[src/rtl/net_tx_arb_if.sv]
// Stream bundle between the TX source channels, the arbiter and the MAC.
// The slave modport is the arbiter's view; master is the environment's view.
interface net_tx_arb_if #(
  parameter int CH_NUM     = 3,
  parameter int DATA_WIDTH = 8
);
  localparam int SEL_W = (CH_NUM > 1) ? $clog2(CH_NUM) : 1;

  logic [CH_NUM*DATA_WIDTH-1:0] src_tdata_in;
  logic [CH_NUM-1:0]            src_tvalid_in;
  logic [CH_NUM-1:0]            src_tready_out;
  logic [CH_NUM-1:0]            src_tlast_in;
  logic [DATA_WIDTH-1:0]        net_tdata_out;
  logic                         net_tvalid_out;
  logic                         net_tready_in;
  logic                         net_tlast_out;
  logic [SEL_W-1:0]             net_tsel_out;
  logic                         net_busy_out;

  modport slave (
    input  src_tdata_in, src_tvalid_in, src_tlast_in, net_tready_in,
    output src_tready_out, net_tdata_out, net_tvalid_out, net_tlast_out,
    output net_tsel_out, net_busy_out
  );

  modport master (
    output src_tdata_in, src_tvalid_in, src_tlast_in, net_tready_in,
    input  src_tready_out, net_tdata_out, net_tvalid_out, net_tlast_out,
    input  net_tsel_out, net_busy_out
  );
endinterface

[src/rtl/net_tx_arb.sv]
// Frame-atomic TX stream arbiter (fixed priority or round robin) feeding one MAC.
// Define NET_TX_IFG_EN to insert IFG_CYCLES idle cycles after every frame.
module net_tx_arb #(
  parameter int CH_NUM     = 3,
  parameter int DATA_WIDTH = 8,
  parameter int ARB_MODE   = 0,
  parameter int IFG_CYCLES = 12
) (
  input logic         logic_clk,
  input logic         logic_rst,
  net_tx_arb_if.slave bus
);
  localparam int SEL_W = (CH_NUM > 1) ? $clog2(CH_NUM) : 1;

  if (CH_NUM < 2 || CH_NUM > 8 || ARB_MODE < 0 || ARB_MODE > 1 ||
      IFG_CYCLES < 1 || IFG_CYCLES > 255) begin : g_bad_cfg
    $error("net_tx_arb: parameter out of legal range");
  end

`ifdef NET_TX_IFG_EN
  typedef enum logic [1:0] {S_IDLE = 2'd0, S_SEND = 2'd1, S_GAP = 2'd2} state_t;
  logic [7:0] gap_cnt;
`else
  typedef enum logic [0:0] {S_IDLE = 1'b0, S_SEND = 1'b1} state_t;
`endif

  state_t              state;
  logic [SEL_W-1:0]    grant;
  logic [SEL_W-1:0]    last_grant;
  logic [SEL_W-1:0]    pick;
  logic                last_hs;
  logic [DATA_WIDTH-1:0] ch_data [CH_NUM];

  for (genvar g = 0; g < CH_NUM; g++) begin : g_ch
    assign ch_data[g] = bus.src_tdata_in[g*DATA_WIDTH +: DATA_WIDTH];
  end

  // Winner among requesting channels; later loop iterations take precedence.
  always_comb begin
    int idx;
    pick = '0;
    idx  = 0;
    if (ARB_MODE == 1) begin
      for (int k = CH_NUM; k >= 1; k--) begin
        idx  = int'(last_grant) + k;
        idx  = (idx >= CH_NUM) ? idx - CH_NUM : idx;
        pick = bus.src_tvalid_in[SEL_W'(idx)] ? SEL_W'(idx) : pick;
      end
    end else begin
      for (int i = CH_NUM - 1; i >= 0; i--) begin
        pick = bus.src_tvalid_in[i] ? SEL_W'(i) : pick;
      end
    end
  end

  assign last_hs = (state == S_SEND) && bus.src_tvalid_in[grant] &&
                   bus.net_tready_in && bus.src_tlast_in[grant];

  // Frame-level FSM: grant is captured in IDLE and held until the tlast handshake.
  always_ff @(posedge logic_clk) begin
    if (logic_rst) begin
      state      <= S_IDLE;
      grant      <= '0;
      last_grant <= SEL_W'(CH_NUM - 1);
`ifdef NET_TX_IFG_EN
      gap_cnt    <= 8'd0;
`endif
    end else begin
      case (state)
        S_IDLE: begin
          if (|bus.src_tvalid_in) begin
            grant      <= pick;
            last_grant <= pick;
            state      <= S_SEND;
          end
        end
        S_SEND: begin
          if (last_hs) begin
`ifdef NET_TX_IFG_EN
            state   <= S_GAP;
            gap_cnt <= 8'(IFG_CYCLES - 1);
`else
            state   <= S_IDLE;
`endif
          end
        end
`ifdef NET_TX_IFG_EN
        S_GAP: begin
          if (gap_cnt == 8'd0) begin
            state <= S_IDLE;
          end else begin
            gap_cnt <= gap_cnt - 8'd1;
          end
        end
`endif
        default: state <= S_IDLE;
      endcase
    end
  end

  // Datapath mux: only the granted channel sees the MAC's ready, and only in SEND.
  always_comb begin
    bus.src_tready_out = '0;
    bus.net_tdata_out  = '0;
    bus.net_tvalid_out = 1'b0;
    bus.net_tlast_out  = 1'b0;
    if (state == S_SEND) begin
      bus.net_tdata_out         = ch_data[grant];
      bus.net_tvalid_out        = bus.src_tvalid_in[grant];
      bus.net_tlast_out         = bus.src_tlast_in[grant];
      bus.src_tready_out[grant] = bus.net_tready_in;
    end else begin
      bus.src_tready_out = '0;
      bus.net_tdata_out  = '0;
      bus.net_tvalid_out = 1'b0;
      bus.net_tlast_out  = 1'b0;
    end
  end

  assign bus.net_tsel_out = grant;
  assign bus.net_busy_out = (state != S_IDLE);
endmodule

[src/flat_wrapper.sv]
// flat-port wrapper written by rule: the top's interface ports become plain ports
module net_tx_arb_flat 
#(
  parameter int CH_NUM     = 3,
  parameter int DATA_WIDTH = 8,
  parameter int ARB_MODE   = 0,
  parameter int IFG_CYCLES = 12
)
  (logic_clk, logic_rst, bus_src_tdata_in, bus_src_tvalid_in, bus_src_tlast_in, bus_net_tready_in, bus_src_tready_out, bus_net_tdata_out, bus_net_tvalid_out, bus_net_tlast_out, bus_net_tsel_out, bus_net_busy_out);
  net_tx_arb_if #(.CH_NUM(CH_NUM), .DATA_WIDTH(DATA_WIDTH)) bus_i ();
  input logic logic_clk;
  input logic logic_rst;
  input wire logic [$bits(bus_i.src_tdata_in)-1:0] bus_src_tdata_in;
  input wire logic [$bits(bus_i.src_tvalid_in)-1:0] bus_src_tvalid_in;
  input wire logic [$bits(bus_i.src_tlast_in)-1:0] bus_src_tlast_in;
  input wire logic [$bits(bus_i.net_tready_in)-1:0] bus_net_tready_in;
  output wire logic [$bits(bus_i.src_tready_out)-1:0] bus_src_tready_out;
  output wire logic [$bits(bus_i.net_tdata_out)-1:0] bus_net_tdata_out;
  output wire logic [$bits(bus_i.net_tvalid_out)-1:0] bus_net_tvalid_out;
  output wire logic [$bits(bus_i.net_tlast_out)-1:0] bus_net_tlast_out;
  output wire logic [$bits(bus_i.net_tsel_out)-1:0] bus_net_tsel_out;
  output wire logic [$bits(bus_i.net_busy_out)-1:0] bus_net_busy_out;
  assign bus_i.src_tdata_in = bus_src_tdata_in;
  assign bus_i.src_tvalid_in = bus_src_tvalid_in;
  assign bus_i.src_tlast_in = bus_src_tlast_in;
  assign bus_i.net_tready_in = bus_net_tready_in;
  assign bus_src_tready_out = bus_i.src_tready_out;
  assign bus_net_tdata_out = bus_i.net_tdata_out;
  assign bus_net_tvalid_out = bus_i.net_tvalid_out;
  assign bus_net_tlast_out = bus_i.net_tlast_out;
  assign bus_net_tsel_out = bus_i.net_tsel_out;
  assign bus_net_busy_out = bus_i.net_busy_out;
  net_tx_arb #(.CH_NUM(CH_NUM), .DATA_WIDTH(DATA_WIDTH), .ARB_MODE(ARB_MODE), .IFG_CYCLES(IFG_CYCLES)) u_core (.logic_clk(logic_clk), .logic_rst(logic_rst), .bus(bus_i));
endmodule
[config.mk]
export PLATFORM = sky130hd
export DESIGN_NAME = net_tx_arb_flat
export DESIGN_NICKNAME = d
export VERILOG_FILES = /design/src/rtl/net_tx_arb_if.sv /design/src/rtl/net_tx_arb.sv /design/src/flat_wrapper.sv
export SDC_FILE = /design/constraint.sdc
export NUM_CORES = 1
export LEC_CHECK = 0
export ABC_AREA = 1
export CELL_PAD_IN_SITES_DETAIL_PLACEMENT = 0
export CELL_PAD_IN_SITES_GLOBAL_PLACEMENT = 2
export CORE_ASPECT_RATIO = 1.5
export CORE_MARGIN = 3
export CORE_UTILIZATION = 11
export DETAILED_ROUTE_END_ITERATION = 8
export PLACE_DENSITY_LB_ADDON = 0.1
export SYNTH_ARGS = -nofsm -noshare
export SYNTH_HDL_FRONTEND = slang
export SYNTH_SLANG_ARGS = --single-unit
export TNS_END_PERCENT = 1
[constraint.sdc]
create_clock -name logic_clk -period 1.1 [get_ports logic_clk]
set_input_delay 0.165 -clock logic_clk [delete_from_list [all_inputs] [get_ports logic_clk]]
set_output_delay 0.165 -clock logic_clk [all_outputs]
set_load 0.02 [all_outputs]
# Yosys cells after proc, flatten, opt, wreduce, memory -nomap -nowiden
# Cells that the tools add are included.
# totals
register_bits,3
input_bits,33
output_inout_bits,16
word_cells,33
# classes
order_cmp,3
n_mux,19
n_bitwise,3
n_reduce_logical,6
# op_table
op,n
two-way mux 8 bit,3
binary-select mux 8 bit (select 2 bit),1
two-way mux 1 bit,7
two-way mux 2 bit,3
binary-select mux 1 bit (select 2 bit),2
logical AND 1 bit,4
bitwise AND 3 bit,1
">= comparator 3 bit, second input constant",1
"< comparator 2 x 3 -> 1 bit, second input constant",1
two-way mux 3 bit,1
NOT 2 -> 3 bit,1
OR reduction 3 bit,1
demux 1 bit (select 2 bit),1
">= comparator 2 x 1 -> 1 bit, second input constant",1
one-hot mux 1 bit (2 select lines),1
AND reduction 2 bit,1
NOT 1 bit,1

# Logic depth before layout (Yosys ltp)
# logic_depth
ltp_word,7
ltp_mapped,8
ltp_nobuf,7

# Worst setup path before layout
# No wires, ideal clock.
# synth_timing
path_kind,register to output
start,reg u_core.grant[1] (netlist: u_core.bus.net_tsel_out[1])
end,out bus_net_tlast_out
arrival_time_ns,1.236
required_ns,0.935
path_slack_ns,-0.301
stages_incl_launch_ff,8
path_buffers,1
path_cell_list,dfxtp_1 > buf_6 > inv_6 > nor2_8 > nand2_4 > nand2_2 > nand2_2 > nor2_1
# synth_via
elab_chain_len,3
# synth_lines
item,line,rtl
from (decl),net_tx_arb.sv:28,logic [SEL_W-1:0] grant;
from (signal assigned),net_tx_arb.sv:72,grant <= pick;
binary-select mux 1 bit (select 2 bit),net_tx_arb.sv:110,bus.net_tlast_out = bus.src_tlast_in[grant];
two-way mux 1 bit (implied by the code),net_tx_arb.sv:110,
two-way mux 1 bit,net_tx_arb.sv:107,if (state == S_SEND) begin
to (decl),flat_wrapper.sv:20,output wire logic [$bits(bus_i.net_tlast_out)-1:0] bus_net_tlast_out;
# Every way passes these cells. The select of a mux whose other input is x is not followed.

# Worst setup path in the final report
# layout_timing
start,reg u_core.grant[0] (netlist: u_core.bus.net_tsel_out[0])
end,out bus_net_tdata_out[6]
# layout_via
elab_chain_len,5
# layout_lines
item,line,rtl
NOT 2 -> 3 bit (implied by the code),net_tx_arb.sv:108,bus.net_tdata_out = ch_data[grant];
binary-select mux 8 bit (select 2 bit),net_tx_arb.sv:108,
two-way mux 8 bit (implied by the code) (2 in a row),net_tx_arb.sv:108,
two-way mux 8 bit,net_tx_arb.sv:107,
to (decl),flat_wrapper.sv:18,output wire logic [$bits(bus_i.net_tdata_out)-1:0] bus_net_tdata_out;
# Every way passes these cells. The select of a mux whose other input is x is not followed.

==> impl_results.md <==
- Largest net degree at the start of global routing: 10
- Nets@finish: 196
- Sequential cell area: 67.6 um^2
- Die Width: 61.3 um
- Dpl ws: -0.655 ns
- Placeable Area: 0.00432 mm^2
- Ys async rst share: 0%
- Area contributors post-synth: nand2_1, dfxtp_1, nand3_1
- Max Cap Viol: 0
- FF-to-FF path depth: 6
- Final hold vios: 0
- Detailed placement HPWL: 1880 um
- Total Die Area: 0.00545 mm^2
- # port buffers: 48
- Row Count: 29
- Final Setup Violations: 13
- Crit Reg-Reg Endpoint: u_core.bus.net_busy_out$_SDFF_PP0_
- CTS tree: yes
- Achievable Freq: 695 MHz
- Post-Syn Instances: 93
- CTS buffer count: 3
- Synth area leader: nand2_1
- Most frequent cells after synthesis: nand2_1, inv_1, nand3_1
- GP Congestion: 0.681
- Fillcell total: 494
- Clock Skews: 0.000703 ns
- Vias per Instance: 3.85
- DRT antenna net count: 0
- Drt wl/cell: 11.8 um
- Cell with the most instances after synthesis: nand2_1
- Syn Area/Cell: 5.42 um^2
- Worst skew pair latency: 0.21 ns
- Worst Setup Start Kind: flop
- Initial DRC Count: 17
- Final Critical Period: 1.44 ns
- CP startpoint: u_core.bus.net_tsel_out[0]$_SDFFE_PP0P_
- Crit path DAT: 1.27 ns
- Number of flops mapped to enable cells by yosys: 0
- CTS sink count: 3
- Worst vdd ir: 0.583 mV
- Required time worst endpoint: 0.94 ns
- Register area share after synthesis: 11.9%
- Detailed-route via count: 801
- Mapped Area: 504 um^2
- Final period util: 131%
- RR Startpoint: u_core.bus.net_tsel_out[0]$_SDFFE_PP0P_
- Number of remaining DRC errors: 0
- Yosys reg bits: 3
- Hold Path Class: in2reg
- Cell variety after synth: 17
- Clock buffer depth: 2
- Global Route Usage Sum: 9.02%
- Critical Path End Type: output pin
- Reg clk slew, reported paths: 0.03 ns
- Initial core utilization: 11.7%
- Area Overhead vs Synth: 162%
- Fraction of layout cells with a size suffix above 1: 44.4%
- CTS Hold Bufs: 0
- Synth top area share: 29.0%
- Design Power: 0.985 mW
- Crit Path Max Fanout: 6
- WL final: 2460 um
- Hold_ws: 0.552 ns
- First-pass GRT wire length: 3710 um
- YS warnings: 0
- Cell Pwr Density: 745 mW/mm^2
- Htree depth: 1
- Count of final max-slew check failures: 0
- Final WS setup: -0.339 ns
- DP Cell Count: 197
- Slew at the pin closest to its max-slew limit: 0.314 ns
- Layout Cells excl Fill: 208
- Outcome: finished, violations left
- ANT cells: 0
- Vias in the first global route: 836
- Die Ht: 88.9 um
- Crit path to: bus_net_tdata_out[6]
- Synthesized Nets: 126
- Violated checks: negative setup slack
- Setup Crit Path Kind: reg2out
- CTS root buffer: clkbuf_8
- RSZ-0062 raised after global routing: yes
- Dominant synthesized flop cell: dfxtp_1
- First-pass iteration count of the detailed router: 3
- I/O pin count: 49
- Grt ovf: 0
- Multi-input logic area: 448 um^2
- FF-to-FF setup slack: 0.03 ns
- P_leak: 0.642 nW
- Antenna violations before repair: 0
- Slew headroom: 78.9%
- Setup TNS: -3.72 ns
==> how the worst min path moves through the flow <==
stage                                             startpoint                                       to  slack, ns  cells after the start
after floorplan                                    logic_rst  u_core.bus.net_tsel_out[0]$_SDFFE_PP0P_       0.22                      1
after global placement    u_core.bus.net_busy_out$_SDFF_PP0_  u_core.bus.net_tsel_out[1]$_SDFFE_PP0P_       0.66                      3
after detailed placement  u_core.bus.net_busy_out$_SDFF_PP0_  u_core.bus.net_tsel_out[1]$_SDFFE_PP0P_       0.65                      3
after CTS                                          logic_rst  u_core.bus.net_tsel_out[0]$_SDFFE_PP0P_       0.56                      2
after global routing                               logic_rst  u_core.bus.net_tsel_out[0]$_SDFFE_PP0P_       0.57                      2
final                                              logic_rst  u_core.bus.net_tsel_out[0]$_SDFFE_PP0P_       0.55                      2
==> routing by layer <==
metal | up-vias | global-route usage [%] | routed length, um
met1 | 345 | 9.16 | 887
met4 | 0 | 2.96 | 0
li1 | 425 | - | -
met3 | 0 | 0.867 | 173
met2 | 31 | 18.1 | 1400
met5 | - | 0 | 0
==> through the flow <==
stage / instance area, um^2 / utilization, %
floorplan: 543 / -
global placement: 1140 / 26.5
detailed placement: 1140 / 26.5
CTS: 1290 / 30.0
global route: 1320 / 30.6
finish: 1320 / 30.6
==> power by group <==
part | internal (mW) | switching [mW] | leakage [nW]
logic | 0.293 | 0.243 | 0.593
clock network | 0.247 | 0.0693 | 0.0228
registers | 0.115 | 0.0184 | 0.0262
==> area by class of cell <==
cell class	count	share of cell area, %
Tap cell	46	4.36
Clock buffer	4	3.41
Multi-Input combinational cell	74	33.9
Sequential cell	3	5.11
Inverter	15	5.40
Timing Repair Buffer	66	47.8
==> logic make-up (layout without fill, tap and decap cells) <==
kind of cell	Yosys count	in the layout	share of synthesized area, %
AND/OR/NAND/NOR	68	70	65.8
buffers and inverters	18	85	17.9
AO/OA/AOI/OAI	4	4	4.47
flip-flops	3	3	11.9
==> placed cells by master, fill, tap and decap left out <==
| master | count |
|---|---|
| clkbuf_1 | 1 |
| nor3_2 | 2 |
| inv_8 | 2 |
| nor2_1 | 5 |
| nand2_4 | 4 |
| nor2_8 | 2 |
| buf_4 | 18 |
| a21oi_1 | 2 |
| nand2_2 | 6 |
| nor3_4 | 1 |
| inv_2 | 9 |
| buf_2 | 2 |
| o21ai_0 | 1 |
| nand2_1 | 34 |
| buf_6 | 13 |
| clkdlybuf4s50_1 | 32 |
| nand3_2 | 3 |
| nor2_4 | 4 |
| dfxtp_4 | 2 |
| clkbuf_8 | 3 |
| dfxtp_1 | 1 |
| o21bai_1 | 1 |
| nor3_1 | 1 |
| buf_12 | 1 |
| nand3_1 | 8 |
| inv_1 | 4 |
==> critical path, stage by stage, from the launching register on <==
cell,delay [ns]
dfxtp_4,0.44
inv_8,0.06
nor2_4,0.14
buf_12,0.13
nand2_4,0.04
nand3_2,0.05
nand2_2,0.05
inv_2,0.05
buf_6,0.10
==> flip-flops by register name, indices dropped and copies added (netlist names) <==
name,count
u_core.bus.net_tsel_out,2
u_core.bus.net_busy_out,1
==> repair_timing <==
item | in CTS | in global routing
endpoints found under the setup margin | 17 | 16
buffers inserted | 5 | 0
resized for setup | 99 | 7
cloned | 2 | 0
pin swaps | 7 | 1
(Power assumes the default switching activity.)
